### config.mk
export PLATFORM = sky130hd
export DESIGN_NAME = riscv_lsu_flat
export DESIGN_NICKNAME = d
export VERILOG_FILES = /design/src/rtl/riscv_lsu_pkg.sv /design/src/rtl/riscv_lsu_if.sv /design/src/rtl/riscv_lsu_rdata_ext.sv /design/src/rtl/riscv_lsu.sv /design/src/flat_wrapper.sv
export SDC_FILE = /design/constraint.sdc
export NUM_CORES = 1
export LEC_CHECK = 0
export ABC_CLOCK_PERIOD_IN_PS = 2600
export CORE_ASPECT_RATIO = 1.4
export CORE_MARGIN = 10
export CORE_UTILIZATION = 48
export CTS_BUF_LIST = sky130_fd_sc_hd__clkbuf_16
export DETAILED_ROUTE_END_ITERATION = 8
export PLACE_DENSITY = 0.85
export SLEW_MARGIN = 20
export SYNTH_ARGS = -nofsm -noshare
export SYNTH_HDL_FRONTEND = slang
export SYNTH_SLANG_ARGS = --single-unit
### constraint.sdc
create_clock -name clk_i -period 2.6 [get_ports clk_i]
set_input_delay 0.52 -clock clk_i [delete_from_list [all_inputs] [get_ports clk_i]]
set_output_delay 0.52 -clock clk_i [all_outputs]
set_load 0.01 [all_outputs]
### src/rtl/riscv_lsu_pkg.sv
// Shared encodings and helpers for the load-store unit: access-size codes
// (funct3), FSM state type and byte-lane / misalignment helpers.
package riscv_lsu_pkg;

    localparam logic [2:0] LDST_B  = 3'b000;
    localparam logic [2:0] LDST_H  = 3'b001;
    localparam logic [2:0] LDST_W  = 3'b010;
    localparam logic [2:0] LDST_BU = 3'b100;
    localparam logic [2:0] LDST_HU = 3'b101;

    typedef enum logic [1:0] {
        LSU_IDLE = 2'd0,
        LSU_BUSY = 2'd1,
        LSU_DONE = 2'd2
    } lsu_state_t;

    typedef enum logic [1:0] {
        LSU_WIDTH_B = 2'd0,
        LSU_WIDTH_H = 2'd1,
        LSU_WIDTH_W = 2'd2
    } lsu_width_t;

    // Undefined size codes fall through to a full-word access.
    function automatic lsu_width_t lsu_width(input logic [2:0] size);
        case (size)
            LDST_B, LDST_BU: lsu_width = LSU_WIDTH_B;
            LDST_H, LDST_HU: lsu_width = LSU_WIDTH_H;
            default:         lsu_width = LSU_WIDTH_W;
        endcase
    endfunction

    function automatic logic [3:0] lsu_be(input logic [2:0] size, input logic [1:0] addr_lo);
        case (lsu_width(size))
            LSU_WIDTH_B: lsu_be = 4'b0001 << addr_lo;
            LSU_WIDTH_H: lsu_be = addr_lo[1] ? 4'b1100 : 4'b0011;
            default:     lsu_be = 4'b1111;
        endcase
    endfunction

    function automatic logic [31:0] lsu_wdata(input logic [2:0] size, input logic [31:0] wd);
        case (lsu_width(size))
            LSU_WIDTH_B: lsu_wdata = {4{wd[7:0]}};
            LSU_WIDTH_H: lsu_wdata = {2{wd[15:0]}};
            default:     lsu_wdata = wd;
        endcase
    endfunction

    function automatic logic lsu_misaligned(input logic [2:0] size, input logic [1:0] addr_lo);
        case (lsu_width(size))
            LSU_WIDTH_H: lsu_misaligned = addr_lo[0];
            LSU_WIDTH_W: lsu_misaligned = (addr_lo != 2'b00);
            default:     lsu_misaligned = 1'b0;
        endcase
    endfunction

endpackage

### src/rtl/riscv_lsu_if.sv
// Data-memory bus between the load-store unit (master) and the 32-bit memory (slave).
interface riscv_lsu_if;
    logic        req;
    logic        we;
    logic [3:0]  be;
    logic [31:0] addr;
    logic [31:0] wd;
    logic [31:0] rd;
    logic        ready;

    modport master (output req, we, be, addr, wd, input rd, ready);
    modport slave  (input req, we, be, addr, wd, output rd, ready);
endinterface

### src/rtl/riscv_lsu_rdata_ext.sv
// Load-data aligner: picks the addressed byte/half of the memory word and
// sign- or zero-extends it according to the access size.
module riscv_lsu_rdata_ext
    import riscv_lsu_pkg::*;
(
    input  logic [31:0] rd,
    input  logic [2:0]  size,
    input  logic [1:0]  addr_lo,
    output logic [31:0] ext
);

    logic [7:0]  byte_sel;
    logic [15:0] half_sel;

    always_comb begin
        byte_sel = 8'(rd >> {addr_lo, 3'b000});
        half_sel = addr_lo[1] ? rd[31:16] : rd[15:0];
        case (size)
            LDST_B:  ext = {{24{byte_sel[7]}}, byte_sel};
            LDST_BU: ext = {24'h0, byte_sel};
            LDST_H:  ext = {{16{half_sel[15]}}, half_sel};
            LDST_HU: ext = {16'h0, half_sel};
            default: ext = rd;
        endcase
    end

endmodule

### src/rtl/riscv_lsu.sv
// Load-store unit: one data-memory access per core request, stalling the core until
// it completes. Misaligned-access trapping is enabled with `define LSU_MISALIGN_EN.
//
// state    | meaning
// ---------+-----------------------------------------------------------------
// LSU_IDLE | waiting for core_req_i; bus fields registered on accept
// LSU_BUSY | mem.req high, fields stable, waiting for mem.ready or timeout
// LSU_DONE | one cycle: stall released, load data / fault presented
module riscv_lsu
    import riscv_lsu_pkg::*;
#(
    parameter int unsigned TIMEOUT_CYCLES = 255
) (
    input  logic        clk_i,
    input  logic        rst_ni,
    input  logic        core_req_i,
    input  logic        core_we_i,
    input  logic [2:0]  core_size_i,
    input  logic [31:0] core_addr_i,
    input  logic [31:0] core_wd_i,
    output logic [31:0] core_rd_o,
    output logic        core_stall_o,
    output logic        core_fault_o,
    riscv_lsu_if.master mem
);

    localparam int unsigned CNT_W = (TIMEOUT_CYCLES > 1) ? $clog2(TIMEOUT_CYCLES + 1) : 1;
    localparam logic [CNT_W-1:0] CNT_LAST =
        CNT_W'((TIMEOUT_CYCLES == 0) ? 0 : TIMEOUT_CYCLES - 1);

    lsu_state_t       state_q, state_d;
    logic [2:0]       size_q;
    logic [1:0]       addr_lo_q;
    logic             we_q;
    logic [CNT_W-1:0] busy_cnt_q;
    logic [31:0]      rd_ext;
    logic             misalign;
    logic             timeout_hit;
    logic             accept, busy_end, fault_set, load_capture;

`ifdef LSU_MISALIGN_EN
    assign misalign = lsu_misaligned(core_size_i, core_addr_i[1:0]);
`else
    assign misalign = 1'b0;
`endif

    // Counter holds the number of BUSY cycles already spent; the last allowed one aborts.
    assign timeout_hit = (TIMEOUT_CYCLES != 0) && (busy_cnt_q == CNT_LAST);

    always_ff @(posedge clk_i or negedge rst_ni) begin
        if (!rst_ni) state_q <= LSU_IDLE;
        else         state_q <= state_d;
    end

    always_comb begin
        state_d = state_q;
        case (state_q)
            LSU_IDLE: if (core_req_i) state_d = misalign ? LSU_DONE : LSU_BUSY;
            LSU_BUSY: if (mem.ready || timeout_hit) state_d = LSU_DONE;
            LSU_DONE: state_d = LSU_IDLE;
            default:  state_d = LSU_IDLE;
        endcase
    end

    always_comb begin
        core_stall_o = core_req_i && (state_q != LSU_DONE);
        accept       = (state_q == LSU_IDLE) && core_req_i && !misalign;
        busy_end     = (state_q == LSU_BUSY) && (mem.ready || timeout_hit);
        load_capture = (state_q == LSU_BUSY) && mem.ready && !we_q;
        fault_set    = ((state_q == LSU_IDLE) && core_req_i && misalign) ||
                       ((state_q == LSU_BUSY) && !mem.ready && timeout_hit);
    end

    riscv_lsu_rdata_ext u_rdata_ext (
        .rd      (mem.rd),
        .size    (size_q),
        .addr_lo (addr_lo_q),
        .ext     (rd_ext)
    );

    always_ff @(posedge clk_i or negedge rst_ni) begin
        if (!rst_ni) begin
            size_q       <= 3'b000;
            addr_lo_q    <= 2'b00;
            we_q         <= 1'b0;
            busy_cnt_q   <= '0;
            core_rd_o    <= 32'h0;
            core_fault_o <= 1'b0;
            mem.req      <= 1'b0;
            mem.we       <= 1'b0;
            mem.be       <= 4'h0;
            mem.addr     <= 32'h0;
            mem.wd       <= 32'h0;
        end else begin
            core_fault_o <= fault_set;
            if (accept) begin
                size_q     <= core_size_i;
                addr_lo_q  <= core_addr_i[1:0];
                we_q       <= core_we_i;
                busy_cnt_q <= '0;
                mem.req    <= 1'b1;
                mem.we     <= core_we_i;
                mem.be     <= lsu_be(core_size_i, core_addr_i[1:0]);
                mem.addr   <= {core_addr_i[31:2], 2'b00};
                mem.wd     <= lsu_wdata(core_size_i, core_wd_i);
            end else if (state_q == LSU_BUSY) begin
                busy_cnt_q <= busy_cnt_q + 1'b1;
                if (busy_end) mem.req <= 1'b0;
            end
            if (load_capture) core_rd_o <= rd_ext;
        end
    end

endmodule
### src/flat_wrapper.sv
// flat-port wrapper written by rule: the top's interface ports become plain ports
module riscv_lsu_flat import riscv_lsu_pkg::*;
#(
    parameter int unsigned TIMEOUT_CYCLES = 255
)
  (clk_i, rst_ni, core_req_i, core_we_i, core_size_i, core_addr_i, core_wd_i, core_rd_o, core_stall_o, core_fault_o, mem_req, mem_we, mem_be, mem_addr, mem_wd, mem_rd, mem_ready);
  riscv_lsu_if mem_i ();
  input  logic clk_i;
  input  logic rst_ni;
  input  logic core_req_i;
  input  logic core_we_i;
  input  logic [2:0] core_size_i;
  input  logic [31:0] core_addr_i;
  input  logic [31:0] core_wd_i;
  output logic [31:0] core_rd_o;
  output logic core_stall_o;
  output logic core_fault_o;
  output wire logic [$bits(mem_i.req)-1:0] mem_req;
  output wire logic [$bits(mem_i.we)-1:0] mem_we;
  output wire logic [$bits(mem_i.be)-1:0] mem_be;
  output wire logic [$bits(mem_i.addr)-1:0] mem_addr;
  output wire logic [$bits(mem_i.wd)-1:0] mem_wd;
  input wire logic [$bits(mem_i.rd)-1:0] mem_rd;
  input wire logic [$bits(mem_i.ready)-1:0] mem_ready;
  assign mem_req = mem_i.req;
  assign mem_we = mem_i.we;
  assign mem_be = mem_i.be;
  assign mem_addr = mem_i.addr;
  assign mem_wd = mem_i.wd;
  assign mem_i.rd = mem_rd;
  assign mem_i.ready = mem_ready;
  riscv_lsu #(.TIMEOUT_CYCLES(TIMEOUT_CYCLES)) u_core (.clk_i(clk_i), .rst_ni(rst_ni), .core_req_i(core_req_i), .core_we_i(core_we_i), .core_size_i(core_size_i), .core_addr_i(core_addr_i), .core_wd_i(core_wd_i), .core_rd_o(core_rd_o), .core_stall_o(core_stall_o), .core_fault_o(core_fault_o), .mem(mem_i));
endmodule
# After elaboration in Yosys (flattened, before gate mapping)
# Index checks and enable logic that the tools add are counted.
word_totals:
  wordCells: 61
  mem_bits_ro: 0
  in_bits: 104
  n_memories: 0
  out_inout_bits: 104
  mem_bits_rw: 0
  latchBits: 0
  regBits: 116
classes:
  n_div: 0
  n_eq_ne: 12
  add_sub_neg: 1
  reduce_logical: 20
  mul: 0
  n_shift: 2
  n_lt_le_gt_ge: 0
  muxes: 15
  bitwise: 0
ops:
  columns: ["cell", "n"]
  rows:
  - ["32-bit case mux with 4 select lines", 1]
  - ["32-bit case mux with 2 select lines", 1]
  - ["32-bit by 5-bit right shift with 8-bit output", 1]
  - ["16-bit two-way mux", 1]
  - ["8-bit two-way mux", 2]
  - ["3-bit == test, second input constant", 4]
  - ["8-bit by 1-bit adder with 8-bit output, second input constant", 1]
  - ["8-bit == test, second input constant", 1]
  - ["2-bit case mux with 2 select lines", 2]
  - ["4-bit case mux with 2 select lines", 1]
  - ["1-bit logical AND", 7]
  - ["3-bit by 1-bit == test with 1-bit output, second input constant", 2]
  - ["3-bit logical NOT", 2]
  - ["2-bit two-way mux", 3]
  - ["2-bit != test, second input constant", 3]
  - ["2-bit by 1-bit == test with 1-bit output, second input constant", 2]
  - ["2-bit logical NOT", 2]
  - ["4-bit two-way mux", 1]
  - ["2-bit AND reduction", 2]
  - ["2-bit nonzero test", 2]
  - ["2-bit OR reduction", 2]
  - ["1-bit by 2-bit left shift with 4-bit output, first input constant", 1]
  - ["1-bit two-way mux", 3]
  - ["1-bit logical NOT", 2]
  - ["1-bit logical OR", 1]

# Longest topological paths before layout
# Gate-level depths: netlist of the first run.
logic_depth:
  word_depth: 6
  depth_mapped: 7
  ltp_nobuf: 6

# Hierarchy
# A second synthesis of the first run with hierarchy kept.
unflattened:
  hier_cells: 554
  hier_area_um2: 5487.8
by_module_without_submodules:
  columns: ["mod", "cells_per_inst", "seq_area_each_um2", "n_inst", "area_each_um2"]
  rows:
  - ["riscv_lsu", 445, 2902.8, 1, 4859.7]
  - ["riscv_lsu_rdata_ext", 109, 0.0, 1, 628.1]

# Worst setup path after synthesis of the first run
# Ideal clock, no wire load.
synth_timing:
  path_kind: "input port to flip-flop"
  start: "in mem_ready"
  end: "reg u_core.core_rd_o[20]"
  setup_ns: 0.121
  t_arrival_ns: 1.443
  slack_ns: 1.036
  t_required_ns: 2.479
  path_buffers: 2
  stages: 6
  path_cell_list: "nor4bb_1 -> buf_2 -> o41ai_1 -> o21ai_2 -> buf_6 -> a21oi_1"
synth_between:
  elab_chain_cells: 2
synth_rtl:
  columns: ["item", "line", "text"]
  rows:
  - ["start: declaration", "flat_wrapper.sv:24", "input wire logic [$bits(mem_i.ready)-1:0] mem_ready;"]
  - ["1-bit logical AND (2 in a row)", "riscv_lsu.sv:69", "load_capture = (state_q == LSU_BUSY) && mem.ready && !we_q;"]
  - ["end signal: assignment", "riscv_lsu.sv:110", "if (load_capture) core_rd_o <= rd_ext;"]
  - ["end: declaration", "riscv_lsu.sv:21", "output logic [31:0] core_rd_o,"]
# No other way between the ends.
# A chain may end at the register's enable or synchronous reset.

# Final worst setup path of the first run
layout_timing:
  start: "in core_req_i"
  end: "out core_stall_o"
layout_between:
  elab_chain_cells: 1
layout_rtl:
  columns: ["item", "line", "text"]
  rows:
  - ["start: declaration", "flat_wrapper.sv:10", "input logic core_req_i;"]
  - ["1-bit logical AND", "riscv_lsu.sv:66", "core_stall_o = core_req_i && (state_q != LSU_DONE);"]
  - ["end: declaration", "flat_wrapper.sv:16", "output logic core_stall_o;"]
# No other way between the ends.

==> impl_metrics.env, run 1 <==
export IMPL_outcome="complete, no violations"
export IMPL_yosysWarnings=0
export IMPL_tritoncts="yes"
export IMPL_post_drt_wl_per_cell_um=19.5
export IMPL_core_area_sq_mm=0.0109
export IMPL_chipWidth_um=110
export IMPL_drc=0
export IMPL_skew_ns=0.00773
export IMPL_ant_nets=0
export IMPL_ys_flop_type="dfrtp_1"
export IMPL_grt_pass1_vias=5571
export IMPL_synthTopCellsByArea="dfrtp_1, nand2_1, mux2i_1"
export IMPL_vias_per_cell=5.47
export IMPL_async_reset_ff_share_pct=100
export IMPL_ff2ff_setup_slack_ns=0.68
export IMPL_top_usage_layer="met2"
export IMPL_port_buffers=205
export IMPL_grt_met1_usage_pct=25.7
export IMPL_cp_data_required_time_ns=2.08
export IMPL_max_vdd_ir_drop_uv=706
export IMPL_num_nets_final=904
export IMPL_final_cell_area_sq_mm=0.00821
export IMPL_worstSetupPathType="primary input to primary output"
export IMPL_grt_setup_unrepaired="false"
export IMPL_setup_tns_ns=0
export IMPL_grt_usage_pct=23.4
export IMPL_path_cells="clkdlybuf4s50_1 > a21boi_0 > clkdlybuf4s50_1"
export IMPL_placed_area_sq_mm=0.00762
export IMPL_cp_num_buf_inv=2
export IMPL_slew_viol_final=0
export IMPL_synth_ff_latch_count=116
export IMPL_fin_crit_ns=2.34
export IMPL_cts_buffers=17
export IMPL_r2r_start="u_core.size_q[0]"
export IMPL_cts_sinks=116
export IMPL_ys_seq_area_share_pct=53.8
export IMPL_firstDrtPassIters=5
export IMPL_overflow=0
export IMPL_finalCritPeriodShare_pct=90.1
export IMPL_p_leak_nw=3.63
export IMPL_cap_violations=0
export IMPL_met2_usage_pct=37.0
export IMPL_vias=5206
export IMPL_slowest_delay_ns=0.57
export IMPL_cp_arrival_ns=1.82
export IMPL_dpl_hpwl_um=13900
export IMPL_worstMarginPinSlew_ns=0.640
export IMPL_grt_first_pass_wirelength_um=29500
export IMPL_die_area_sq_mm=0.0159
export IMPL_r2r_worst_path_cells=5
export IMPL_fmax_mhz=427
export IMPL_syn_area_sq_mm=0.00540
export IMPL_post_cts_buffers=0
export IMPL_crit_fanout=4
export IMPL_n_antenna_cell=0
export IMPL_hold_buffers=0
export IMPL_drive_gt1_share_pct=8.75
export IMPL_clkLatencyLatePin_ns=0.41
export IMPL_setup_viol=0
export IMPL_hp_class="primary input to async pin"
export IMPL_hold_violations=0
export IMPL_use_met3_pct=11.2
export IMPL_pin_count=208
export IMPL_totalWireLength_um=18500
export IMPL_clockBufferDepth=2
export IMPL_cpMaxStageDelayCell="clkdlybuf4s50_1"
export IMPL_synth_area_leader_cell="dfrtp_1"
export IMPL_synthCells=596
export IMPL_critPathLaunchType="primary input"
export IMPL_synth_edf_count=0
export IMPL_timing_critical_path_mode_cell="clkdlybuf4s50_1"
export IMPL_maxSlewHeadroom_pct=57.3
export IMPL_yosys_area_top_type_share_pct=53.8
export IMPL_yosysMostFrequentCell="nand2_1"
export IMPL_endpoint_kind="primary output"
export IMPL_syn_avg_cell_area_sq_um=9.05
export IMPL_clk_pin_slew_ns=0.05
export IMPL_rows=45
export IMPL_path_delay_family="buffers and inverters"
export IMPL_synthTopCellsByCount="nand2_1, dfrtp_1, o21ai_0"
export IMPL_clock_root_buffer="clkbuf_16"
export IMPL_cts_resized=0
export IMPL_h_tree_depth=4
export IMPL_ys_types=43
export IMPL_grt_max_degree=44
export IMPL_initial_core_util_pct=49.4
export IMPL_routabilityCongestion=0.890
export IMPL_p_per_area_mw_per_mm2=1120
export IMPL_r2r_end="u_core.core_rd_o[2]"
export IMPL_drt_iter0_markers=283
export IMPL_syn2layout_area_growth_pct=52.1
export IMPL_antenna_found_initial=0
export IMPL_die_h_um=145
flip-flops by register name (all words and copies together), names as in the netlist:
signal,count
u_core.addr_lo_q,2
u_core.size_q,3
u_core.mem.req,1
u_core.mem.be,4
u_core.mem.addr,30
u_core.mem.wd,32
u_core.core_fault_o,1
u_core.core_rd_o,32
u_core.mem.we,1
u_core.busy_cnt_q,8
u_core.state_q,2
worst reg2reg max path, cell delays in order (launching register included):
cell,delay [ns]
dfrtp_1,0.63
nand2b_1,0.36
buf_4,0.23
nand2_1,0.11
a31o_2,0.27
a211oi_1,0.23
metal layers:
layer | up-vias | routed length, um
li1 | 2401 | -
met2 | 281 | 8930
met4 | 0 | 651
met1 | 2480 | 6580
met5 | - | 0
met3 | 44 | 2350
cell usage in the layout (no fill, tap or decap), drive strengths merged, types with 3 or more instances in the layout:
cell type,instances
bufinv,3
clkbuf,17
clkdlybuf4s50,204
mux2,7
mux2i,30
nand4,3
a211oi,6
nand3,3
inv,7
dfrtp,116
nand3b,10
clkinv,6
nand2,196
o21bai,3
a31oi,3
a31o,6
o211ai,3
o21ai,45
buf,18
clkinvlp,4
o31ai,3
nand2b,6
nor2,40
nor3,15
a21oi,37
area by class of cell:
cell class                      count  area [sq um]
Multi-Input combinational cell    436          2300
Sequential cell                   116          2900
Timing Repair Buffer              222          2210
Fill cell                         715          2720
Tap cell                          141           176
Clock inverter                     15           165
Clock buffer                       17           425
Inverter                            5          18.8
power breakdown:
group	total (W)	switching [W]	internal, W
Combinational	0.00376	0.00180	0.00195
Sequential	0.00313	0.000570	0.00256
Clock	0.00233	0.000834	0.00149
cell families (layout without fill, tap and decap cells):
kind of cell | count (synthesis) | in the layout | synth area share (%)
compound gates | 111 | 111 | 12.0
other cells | 1 | 2 | 0.0695
flops | 116 | 116 | 53.8
simple gates | 283 | 283 | 22.3
buf+inv | 45 | 259 | 3.92
mux | 38 | 38 | 7.44
fa+ha+maj | 2 | 2 | 0.464
through the flow:
step	total power [W]	setup slack, ns	hold WS, ns	util (%)	std cells
after floorplan	0.00471	1.04	0.224	-	597
after global placement	0.00673	0.267	0.458	69.7	920
after detailed placement	0.00689	0.267	0.464	69.7	920
after CTS	0.00928	0.248	0.0393	75.1	952
after global routing	0.00978	0.202	0.0524	75.1	952
final	0.00922	0.258	0.0383	75.1	952
worst max path at each step:
stage,startpoint,endpoint,slack (ns),cells past startpoint
detailed placement,core_req_i,core_stall_o,0.27,3
floorplan,mem_ready,u_core.core_rd_o[20],1.04,6
global placement,core_req_i,core_stall_o,0.27,3
global route,core_req_i,core_stall_o,0.20,3
CTS,core_req_i,core_stall_o,0.25,3
finish,core_req_i,core_stall_o,0.26,3
Power figures use the tool's default switching activity.
==> inputs of run 2 (changes only) <==
- RECOVER_POWER: default -> 25
==> run 2 against run 1 <==
  * The flow now finishes with violations (max-capacitance violations, max-slew violations)
  * Sequential power about the same
  * Non-clock buffer count unchanged
  * Largest cell class unchanged
  * Hold slack better by 0.44 ns
  * Via count about the same
  * Combinational power about the same
  * Sequential share of layout area about the same
  * Cell area about the same
  * Critical path depth unchanged
  * Clock skew about the same
  * Register-to-register slack about the same
  * Global-route usage unchanged
==> impl_metrics.env, run 2 (synthesis gave the netlist of run 1 again) <==
export IMPL_outcome="finished with violations"
export IMPL_violations="max-capacitance violations, max-slew violations"
export IMPL_hold_violations=0
export IMPL_power_share_clock_pct=25.2
export IMPL_final_cell_area_sq_mm=0.00820
export IMPL_routabilityCongestion=0.890
export IMPL_die_area_sq_mm=0.0159
export IMPL_endpoint_kind="primary output"
export IMPL_cts_sinks=116
export IMPL_firstDrtPassIters=7
export IMPL_clock_root_buffer="clkbuf_16"
export IMPL_grt_usage_pct=23.4
export IMPL_hp_class="flip-flop to flip-flop"
export IMPL_antenna_found_initial=0
export IMPL_n_antenna_cell=0
export IMPL_pin_count=208
export IMPL_worstMarginPinSlew_ns=1.65
export IMPL_chipWidth_um=110
export IMPL_clk_pin_slew_ns=0.05
export IMPL_pwr_share_comb_pct=40.7
export IMPL_critPathLaunchType="primary input"
export IMPL_n_fill_cell=718
export IMPL_max_vdd_ir_drop_uv=707
export IMPL_final_common_cell="clkdlybuf4s50_1"
export IMPL_core_area_sq_mm=0.0109
export IMPL_grt_setup_unrepaired="false"
export IMPL_p_per_area_mw_per_mm2=1120
export IMPL_setup_viol=0
export IMPL_cts_buffers=17
export IMPL_seqPwrFrac_pct=34.0
export IMPL_rows=45
export IMPL_ant_nets=0
export IMPL_post_cts_buffers=0
export IMPL_grt_pass1_vias=5571
export IMPL_drt_iter0_markers=288
export IMPL_grt_max_degree=44
export IMPL_utilization_pct=75.1
export IMPL_dpl_hpwl_um=13900
export IMPL_clockBufferDepth=2
export IMPL_top_regs="u_core.core_rd_o: 32 flops, u_core.mem.wd: 32 flops, u_core.mem.addr: 30 flops"
export IMPL_switching_share_pct=34.8
export IMPL_worstSetupPathType="primary input to primary output"
export IMPL_die_h_um=145
export IMPL_num_nets_final=904
export IMPL_finalCritPeriodShare_pct=90.1
export IMPL_post_drt_wl_per_cell_um=19.5
export IMPL_hold_buffers=0
export IMPL_cp_data_required_time_ns=2.08
export IMPL_tritoncts="yes"
export IMPL_setup_tns_ns=0
export IMPL_fmax_mhz=427
export IMPL_drive_gt1_share_pct=8.63
export IMPL_port_buffers=205
export IMPL_cp_arrival_ns=1.82
export IMPL_overflow=0
export IMPL_totalWireLength_um=18500
export IMPL_skew_ns=0.00772
export IMPL_crit_fanout=4
export IMPL_slew_viol_final=28
export IMPL_grt_first_pass_wirelength_um=29500
export IMPL_p_leak_nw=3.63
export IMPL_syn2layout_area_growth_pct=52.0
export IMPL_h_tree_depth=4
export IMPL_clkLatencyLatePin_ns=0.41
export IMPL_power_net_switching_w=0.00321
export IMPL_placed_area_sq_mm=0.00762
export IMPL_vias_per_cell=5.46
export IMPL_drc=0
export IMPL_layout_common_cells="clkdlybuf4s50_1, nand2_1, dfrtp_1"
export IMPL_cts_resized=0
export IMPL_initial_core_util_pct=49.4
export IMPL_cap_violations=1
export IMPL_maxSlewHeadroom_pct=-10.2
export IMPL_p_int_w=0.00601
export IMPL_fin_crit_ns=2.34
export IMPL_vias=5201
[run 2: changes by cell type in the layout (fill, tap and decap cells not counted), sizes merged]
cell and delta:
clkbuf +2, buf -2
[run 2: layer usage]
layer  up-vias  routed length [um]  track usage (%)  part of all wire [%]
met2       274                8920             37.0                    48
met3        44                2360             11.2                    13
met5         -                   0                0                     0
li1       2402                   -                -                     -
met4         0                 665             11.0                   3.6
met1      2481                6590             25.7                    36
[run 2: worst paths after layout]
kind | start | endpoint | slack [ns] | cells after the start
worst max-delay path | core_req_i | core_stall_o | 0.26 | 3
worst min-delay path | u_core.mem.addr[30] | u_core.mem.addr[30] | 0.48 | 2
worst max register to register | u_core.size_q[0] | u_core.core_rd_o[2] | 0.68 | 5
worst min register to register | u_core.mem.addr[30] | u_core.mem.addr[30] | 0.48 | 2
max in group asynchronous | rst_ni | u_core.mem.wd[4] | 0.75 | 2
min in group asynchronous | rst_ni | u_core.core_rd_o[12] | 0.53 | 1
[run 2: stage by stage]
step | worst slack [ns] | power (W) | cells | hold WS (ns)
2_1_floorplan | 1.04 | 0.00471 | 597 | 0.224
4_1_cts | 0.248 | 0.00928 | 952 | 0.0393
6_report | 0.258 | 0.00922 | 952 | 0.476
3_3_place_gp | 0.267 | 0.00673 | 920 | 0.458
3_5_place_dp | 0.267 | 0.00689 | 920 | 0.464
5_1_grt | 0.202 | 0.00978 | 952 | 0.492
[run 2: layout make-up]
class	instances	area (sq um)	share of cell area (%)
well taps	141	176	2.15
clock buffers	17	425	5.19
flip-flops and latches	116	2900	35.4
clock inverters	15	165	2.01
multi-input cells	436	2300	28.1
repair buffers	222	2210	26.9
inverters	5	18.8	0.229
[run 2: power by group through the flow]
| stage | registers [W] | clock network [W] | logic [W] |
|---|---|---|---|
| after detailed placement | 0.00314 | 0 | 0.00375 |
| final | 0.00313 | 0.00233 | 0.00375 |
| after global routing | 0.00324 | 0.00243 | 0.00411 |
| after CTS | 0.00313 | 0.00235 | 0.00380 |
| after floorplan | 0.00332 | 0 | 0.00139 |
| after global placement | 0.00309 | 0 | 0.00364 |
[run 2: worst max-delay path: stages]
cell and delay (ns):
clkdlybuf4s50_1 0.54, a21boi_0 0.19, clkdlybuf4s50_1 0.57
==> inputs of run 3 (changes only) <==
- CORE_UTILIZATION: 48 -> 30
- PLACE_DENSITY: 0.85 -> 0.56
==> run 3 against run 2 <==
  * The flow now finishes without violations
  * Highest routed layer unchanged
  * Via count fell by 2.9%
  * Die area rose by 49%
  * Sequential power barely moved
  * Non-clock buffer count rose by 1
  * Routed wire length rose by 3.7%
  * Critical path depth did not move
  * Sequential share of layout area fell by 0.54 points
  * Clock power rose by 3%
  * First-iteration DRC count rose by 3.5%
==> impl_metrics.env, run 3 (synthesis gave the netlist of run 1 again) <==
export IMPL_outcome="complete, no violations"
export IMPL_dp_cells=1020
export IMPL_power_net_switching_w=0.00323
export IMPL_grt_pass1_vias=5534
export IMPL_seqPwrFrac_pct=33.9
export IMPL_power_share_clock_pct=26.0
export IMPL_grt_first_pass_wirelength_um=30400
export IMPL_max_vdd_ir_drop_uv=501
export IMPL_post_cts_buffers=0
export IMPL_overflow=0
export IMPL_firstDrtPassIters=4
export IMPL_multi_input_area_sq_mm=0.00231
export IMPL_p_per_area_mw_per_mm2=1110
export IMPL_vias_per_cell=4.80
export IMPL_post_drt_wl_per_cell_um=18.3
export IMPL_antenna_found_initial=0
export IMPL_die_area_sq_mm=0.0238
export IMPL_cap_violations=0
export IMPL_port_buffers=205
export IMPL_setup_tns_ns=0
export IMPL_crit_fanout=2
export IMPL_top_regs="u_core.core_rd_o: 32 flops, u_core.mem.wd: 32 flops, u_core.mem.addr: 30 flops"
export IMPL_num_nets_final=905
export IMPL_pin_count=208
export IMPL_ant_nets=0
export IMPL_drt_iter0_markers=298
export IMPL_die_h_um=179
export IMPL_layout_common_cells="clkdlybuf4s50_1, nand2_1, dfrtp_1"
export IMPL_final_common_cell="clkdlybuf4s50_1"
export IMPL_clkLatencyLatePin_ns=0.42
export IMPL_vias=5049
export IMPL_drive_gt1_share_pct=8.87
export IMPL_h_tree_depth=4
export IMPL_hold_buffers=0
export IMPL_cts_buffers=17
export IMPL_hold_violations=0
export IMPL_hp_class="primary input to async pin"
export IMPL_fmax_mhz=443
export IMPL_clk_pin_slew_ns=0.05
export IMPL_critPathLaunchType="primary input"
export IMPL_finalCritPeriodShare_pct=86.8
export IMPL_pwr_share_comb_pct=40.1
export IMPL_clock_root_buffer="clkbuf_16"
export IMPL_maxSlewHeadroom_pct=31.2
export IMPL_worstMarginPinSlew_ns=1.03
export IMPL_p_int_w=0.00602
export IMPL_endpoint_kind="primary output"
export IMPL_cts_resized=0
export IMPL_n_antenna_cell=0
export IMPL_core_area_sq_mm=0.0179
export IMPL_worstSetupPathType="primary input to primary output"
export IMPL_grt_usage_pct=16.3
export IMPL_instances_no_fill=1052
export IMPL_switching_share_pct=34.9
export IMPL_initial_core_util_pct=30.2
export IMPL_chipWidth_um=133
export IMPL_p_leak_nw=3.64
export IMPL_grt_setup_unrepaired="false"
export IMPL_skew_ns=0.0105
export IMPL_fin_crit_ns=2.26
export IMPL_syn2layout_area_growth_pct=54.3
export IMPL_cp_arrival_ns=1.74
export IMPL_grt_max_degree=62
export IMPL_drc=0
export IMPL_routabilityCongestion=0.857
export IMPL_clockBufferDepth=2
export IMPL_rows=58
export IMPL_ff2ff_setup_slack_ns=0.68
export IMPL_totalWireLength_um=19200
export IMPL_cts_sinks=116
export IMPL_dpl_hpwl_um=14700
export IMPL_seqCellArea_sq_mm=0.00290
export IMPL_slew_viol_final=0
export IMPL_setup_viol=0
export IMPL_cp_data_required_time_ns=2.08
export IMPL_n_fill_cell=1790
export IMPL_tritoncts="yes"
[run 3: cell count changes in the layout (fill, tap and decap cells not counted), moves of 2 or more]
| cell | before | now |
|---|---|---|
| buf_4 | 13 | 15 |
| buf_12 | 3 | 1 |
| clkinv_2 | 4 | 2 |
| inv_6 | 1 | 3 |
| clkinvlp_4 | 4 | 2 |
| clkinv_4 | 1 | 4 |
[run 3: final timing paths]
check | startpoint | end | cells after the start
worst max-delay path | core_req_i | core_stall_o | 3
min in group clk_i | u_core.mem.addr[18] | u_core.mem.addr[18] | 2
worst min-delay path | rst_ni | u_core.core_rd_o[19] | 1
worst min register to register | u_core.mem.addr[18] | u_core.mem.addr[18] | 2
worst max register to register | u_core.size_q[0] | u_core.core_rd_o[0] | 4
max in group asynchronous | rst_ni | u_core.busy_cnt_q[3] | 2
[run 3: layout make-up]
class,count,share of cell area [%]
repair buffers,223,26.3
flip-flops and latches,116,34.9
clock buffers,17,5.11
clock inverters,15,2.16
multi-input cells,436,27.7
well taps,240,3.61
inverters,5,0.225
[run 3: power groups by stage]
stage                     Sequential (W)  Combinational, W  Clock (W)
after floorplan                  0.00332           0.00139          0
after global placement           0.00314           0.00369          0
after detailed placement         0.00316           0.00375          0
after CTS                        0.00314           0.00378    0.00246
after global routing             0.00325           0.00409    0.00255
final                            0.00313           0.00371    0.00241
[run 3: metrics by stage]
step / total power, W / area [sq um] / worst slack, ns / hold slack (ns) / util (%)
finish: 0.00924 / 8330 / 0.343 / 0.277 / 46.6
global route: 0.00989 / 8330 / 0.284 / 0.344 / 46.6
CTS: 0.00938 / 8350 / 0.321 / 0.101 / 46.7
detailed placement: 0.00691 / 7740 / 0.313 / 0.462 / 43.4
global placement: 0.00683 / 7740 / 0.349 / 0.458 / 43.4
floorplan: 0.00471 / 5400 / 1.04 / 0.224 / -
[run 3: critical path, cell delays in order]
cell	delay, ns
clkdlybuf4s50_1	0.47
a21boi_0	0.18
clkdlybuf4s50_1	0.57
[run 3: layer usage]
layer  wire, um  part of all wire [%]  track usage [%]  up-vias
li1           -                     -                -     2404
met1       7730                    40             18.0     2388
met2       8860                    46             25.7      227
met3       2150                    11             8.67       30
met4        476                   2.5             6.64        0
met5          0                     0                0        -
